**config.mk**
```make
export PLATFORM = sky130hd
export DESIGN_NAME = pc_redirect_queue
export DESIGN_NICKNAME = d
export VERILOG_FILES = /design/src/rtl/pc_redirect_queue.sv
export SDC_FILE = /design/constraint.sdc
export NUM_CORES = 1
export LEC_CHECK = 0
export BUFFER_PORTS_ARGS = -buffer_cell sky130_fd_sc_hd__buf_2
export CORE_MARGIN = 1.5
export CORE_UTILIZATION = 47
export DETAILED_ROUTE_END_ITERATION = 8
export GPL_TIMING_DRIVEN = 0
export PLACE_DENSITY = 0.91
export RECOVER_POWER = 100
export SETUP_SLACK_MARGIN = 0.1
export SLEW_MARGIN = 20
export SYNTH_ARGS = -nofsm -noshare
export SYNTH_HDL_FRONTEND = slang
export SYNTH_SLANG_ARGS = --single-unit
```
**constraint.sdc**
```tcl
create_clock -name clk -period 2.9 [get_ports clk]
set_clock_uncertainty 0.15 [all_clocks]
set_input_delay 0.58 -clock clk [delete_from_list [all_inputs] [get_ports clk]]
set_output_delay 0.58 -clock clk [all_outputs]
set_load 0.01 [all_outputs]
```
**src/rtl/pc_redirect_queue.sv**
```systemverilog
// pc_redirect_queue: delay-slot redirect controller for the MIPS PC path.
// Holds a branch/jump target for DELAY_SLOTS slots, annuls likely slots.
module pc_redirect_queue #(
  parameter int WIDTH       = 32,
  parameter int DELAY_SLOTS = 1,
  parameter int CW          = $clog2(DELAY_SLOTS + 1)
) (
  input  logic             clk,
  input  logic             reset,
  input  logic             clk_enable,
  input  logic             redirect_req,
  input  logic             redirect_taken,
  input  logic             redirect_likely,
  input  logic             flush,
  input  logic [WIDTH-1:0] tgt_addr,
  input  logic [WIDTH-1:0] pc_plus4,
  output logic [WIDTH-1:0] next_pc,
  output logic             delay,
  output logic             annul,
  output logic             redirect_fire,
  output logic [CW-1:0]    slots_left,
  output logic             overlap_err
);

  typedef enum logic [1:0] {
    IDLE    = 2'd0,
    PENDING = 2'd1,
    ANNUL   = 2'd2
  } state_e;

  localparam logic [CW-1:0] SLOTS = CW'(DELAY_SLOTS);
  localparam logic [CW-1:0] ONE   = CW'(1);

  state_e           state_q, state_d;
  logic [WIDTH-1:0] held_tgt_q, held_tgt_d;
  logic [CW-1:0]    count_q, count_d;
  logic             ovl_q, ovl_d;

  logic last_slot;
  assign last_slot = (count_q == ONE);

  // Next-state: flush wins even while stalled; stalls hold everything.
  always_comb begin
    state_d    = state_q;
    held_tgt_d = held_tgt_q;
    count_d    = count_q;
    ovl_d      = ovl_q;
    if (flush) begin
      state_d = IDLE;
      count_d = '0;
    end else if (clk_enable) begin
      unique case (state_q)
        IDLE: begin
          if (redirect_req) begin
            if (redirect_taken) begin
              state_d    = PENDING;
              held_tgt_d = tgt_addr;
              count_d    = SLOTS;
            end else if (redirect_likely) begin
              state_d = ANNUL;
              count_d = SLOTS;
            end
          end
        end
        PENDING, ANNUL: begin
          if (redirect_req) begin
            ovl_d = 1'b1;
          end
          if (last_slot) begin
            state_d = IDLE;
            count_d = '0;
          end else begin
            count_d = count_q - ONE;
          end
        end
        default: begin
          state_d = IDLE;
          count_d = '0;
        end
      endcase
    end
  end

  // State registers with asynchronous active-low reset.
  always_ff @(posedge clk or negedge reset) begin
    if (!reset) begin
      state_q    <= IDLE;
      held_tgt_q <= '0;
      count_q    <= '0;
      ovl_q      <= 1'b0;
    end else begin
      state_q    <= state_d;
      held_tgt_q <= held_tgt_d;
      count_q    <= count_d;
      ovl_q      <= ovl_d;
    end
  end

  // Moore decode of slot status; next_pc only mixes in pc_plus4.
  always_comb begin
    next_pc       = pc_plus4;
    delay         = 1'b0;
    annul         = 1'b0;
    redirect_fire = 1'b0;
    slots_left    = '0;
    unique case (state_q)
      PENDING: begin
        delay      = 1'b1;
        slots_left = count_q;
        if (last_slot) begin
          redirect_fire = 1'b1;
          next_pc       = held_tgt_q;
        end
      end
      ANNUL: begin
        annul      = 1'b1;
        slots_left = count_q;
      end
      default: begin
        next_pc = pc_plus4;
      end
    endcase
  end

  assign overlap_err = ovl_q;

endmodule
```
; Word-level counts from Yosys, hierarchy flattened
; Index checks and enable logic that the tools add are counted.
; W data, S select, Z words.
[word_totals]
word_cells = 39
in_bits = 71
regBits = 36
output_inout_bits = 37
[classes]
n_bitwise = 1
add_sub_neg = 1
n_reduce_logical = 7
eq_ne = 5
muxes = 21
[op_table]
columns = operator, n
row1 = $mux W32, 2
row2 = $mux W2, 6
row3 = $mux W1, 11
row4 = $reduce_and A4 Y1, 2
row5 = $reduce_and A5 Y1, 1
row6 = $ne A4 B4 Y1 const B, 1
row7 = $pmux W2 S2, 1
row8 = $ne A3 B1 Y1 const B, 1
row9 = $ne A3 B3 Y1 const B, 1
row10 = $reduce_and A3 Y1, 1
row11 = $eq A2 B1 Y1 const B, 1
row12 = $eq A2 B2 Y1 const B, 1
row13 = $logic_not A2 Y1, 1
row14 = $pmux W1 S2, 1
row15 = $reduce_bool A2 Y1, 1
row16 = $reduce_or A2 Y1, 1
row17 = $not A1 Y1, 1
row18 = $sub A1 B1 Y1 const B, 1

; Depth between registers and ports, before layout
[depth]
depth_word = 6
mapped_depth = 6

; Worst setup path after synthesis
; No wires, ideal clock.
[synth_timing]
kind = flip-flop to output port
startpoint = reg state_q[1]
endpoint = out next_pc[0]
required_ns = 2.170
path_stages_with_launch = 6
path_slack_ns = 0.744
t_arrival_ns = 1.426
cell_sequence = dfrtp_1 inv_1 ha_1 nand2_1 buf_2 mux2_2
[synth_via]
elab_chain_len = 2
[synth_lines]
columns = element, line_no
row1 = "start, declared", 34  ; state_e state_q, state_d;
row2 = "start signal, assigned", 92  ; state_q <= state_d;
row3 = $eq A2 B1 Y1, 106  ; unique case (state_q)
row4 = $mux W32, 106
row5 = "end, declared", 17  ; output logic [WIDTH-1:0] next_pc,
; No other way between the ends.

; Worst setup path in the final report
[layout_timing]
startpoint = reg state_q[1]
endpoint = out next_pc[11]
; The elaborated chain is that of the path after synthesis.

==> metrics.txt <==
placed cell areas 0.00248 mm^2; Gate power share 20.8%; Non-Filler Instances 299; Vias 1,474; GRT overflow 0; share of total power in the clock network 29.6%; Synth area leader dfrtp_1; Detail Route Antenna Nets 0; switching pwr 0.344 mW; Total Nets Final 326; crit path launch type flip-flop; area of the multi-input gates 913 um^2; fill count 312; Final period util 93.5%; core footprint 0.00377 mm^2; final instance area 0.00253 mm^2; Netlist cell types 21; mean post-synth cell area 13.9 um^2; placed insts 291; Residual DRC 0; DR top layer met4; IO buf count 107; Rows 22; drt initial violations 34; endpoints failing setup 0; status finished with violations; sequential area share after synthesis 47.7%; synth warn 0; hold slack 304 ps; CP Class reg2out; Pwr Density 559 mW/mm^2; Power Total 1.41 mW; wire length on met2 1890 um; vias in the first global route 1,456; post-synth top area share 47.7%; full die area 0.00440 mm^2; Syn Inst Count 136; Die X 66.4 um; first-pass GRT wire length 6270 um; Longest Clk Path Bufs 2; final hold violation count 0; final wirelength 3940 um; worst path arrival time 1980 ps; gpl congestion 0.858; CTS Root Cell clkbuf_8; Post-Syn Area 0.00189 mm^2; clock sinks 36; Pleak 1.22 nW; worst slack at placement 417 ps; Clock transition at path regs 70 ps; CP endpoint kind output pin; Initial Util 50.0%; total CTS buffers 5; WL met3 384 um; unrepaired setup endpoints after global routing false; layout cell share with drive strength beyond 1 59.8%; most common cell after layout, fill and taps aside buf_2; Final Critical Period 2710 ps; Slew @ Worst Pin 1840 ps; I/O pins 108; synth top area cells dfrtp_1, mux2_2, ha_1; Hold/Removal Path Class reg2reg; CTS tree done; vias per cell 4.93; final setup TNS 0 ps; # Post-CTS Setup Buffers 0; drt wl/cell 13.2 um; most frequent cells in the layout buf_2, mux2_2, clkbuf_1, dfrtp_1; WL met1 1620 um; Worst Path Required 2170 ps; Crit Path Max Fanout 10; R2R Setup Slk 320 ps; Layout Utilization 67.0%; #FFs+latches synth 36; normalized max-slew margin -22.6%; max-slew violation count 37; Worst-Skew Late Latency 280 ps; Die Ht 66.4 um; sw frac 24.4%; GRT Overall Usage 19.4%; worst vdd ir 0.356 mV; Syn Nets 212; largest net degree at the start of global routing 37; Max-cap violations 1; CTS H-tree depth 2; diode count 0; failing checks max-capacitance violations, max-slew violations; Reg area 901 um^2; Layout area overhead 34.0%; internal power 1.07 mW; antenna violations before repair 0; register share of total power 49.5%; fmax 0.369 GHz; worst setup margin 189 ps; DP HPWL 3100 um; 1st-pass router iterations 2
==> synthesized netlist by cell type <==
cell / instances
a211oi_1: 1
a21o_1: 1
a21oi_1: 2
and2_1: 1
and3_1: 1
buf_2: 3
buf_6: 3
dfrtp_1: 36
ha_1: 5
inv_1: 4
mux2_1: 2
mux2_2: 63
mux2i_1: 1
nand2_1: 3
nand2b_1: 1
nand3_1: 1
nand4_1: 1
nor2_1: 3
nor3_4: 1
or2b_1: 2
or3b_2: 1
==> state kept, by name (all words and copies together) (netlist names) <==
signal / count
count_q: 1
held_tgt_q: 32
overlap_err: 1
state_q: 2
==> power groups by stage <==
| stage | registers [mW] | clock network [mW] | logic (mW) |
|---|---|---|---|
| 2_1_floorplan | 0.690 | 0 | 0.197 |
| 3_3_place_gp | 0.703 | 0 | 0.297 |
| 3_5_place_dp | 0.709 | 0 | 0.311 |
| 4_1_cts | 0.702 | 0.434 | 0.312 |
| 5_1_grt | 0.721 | 0.463 | 0.330 |
| 6_report | 0.700 | 0.419 | 0.294 |
==> worst max-delay path, cell delays in order (launching register included) <==
cell	delay, ps
dfrtp_1	420
inv_1	110
ha_1	230
nand2_2	170
clkbuf_2	280
mux2_2	360
buf_2	130
==> logic make-up after synthesis <==
| kind of cell | Yosys count | share of synthesized area (%) |
|---|---|---|
| and+or+nand+nor | 15 | 4.91 |
| DFF | 36 | 47.7 |
| AOI/OAI and AO/OA | 4 | 1.33 |
| adders and majority gates | 5 | 3.32 |
| muxes | 66 | 39.3 |
| buffers and inverters | 10 | 3.38 |
==> path summary, 6_finish.rpt <==
check	start	endpoint	cells past startpoint
max in group asynchronous	reset	held_tgt_q[17]	1
worst max register to register	state_q[1]	held_tgt_q[9]	6
min in group asynchronous	reset	held_tgt_q[19]	1
worst min-delay path	overlap_err	overlap_err	1
worst min register to register	overlap_err	overlap_err	1
worst max-delay path	state_q[1]	next_pc[11]	6
==> area by class of cell <==
| cell class | count | area share (%) |
|---|---|---|
| clock inverters | 2 | 1.39 |
| inverters | 4 | 0.594 |
| clock buffers | 6 | 2.87 |
| flip-flops and latches | 36 | 35.6 |
| repair buffers | 107 | 19.5 |
| well taps | 48 | 2.38 |
| plain buffers | 6 | 1.49 |
| multi-input cells | 90 | 36.1 |
==> per-layer routing <==
metal	vias up	track usage (%)
met2	84	35.0
met3	6	6.98
met5	-	0
met1	674	20.9
li1	710	-
met4	0	6.12
==> timing repair <==
| action | in CTS | in global routing |
|---|---|---|
| gates resized for setup | 3 | 1 |
| setup endpoints to repair | 24 | 29 |
| hold buffers | 0 | 0 |
(Power assumes the default switching activity.)
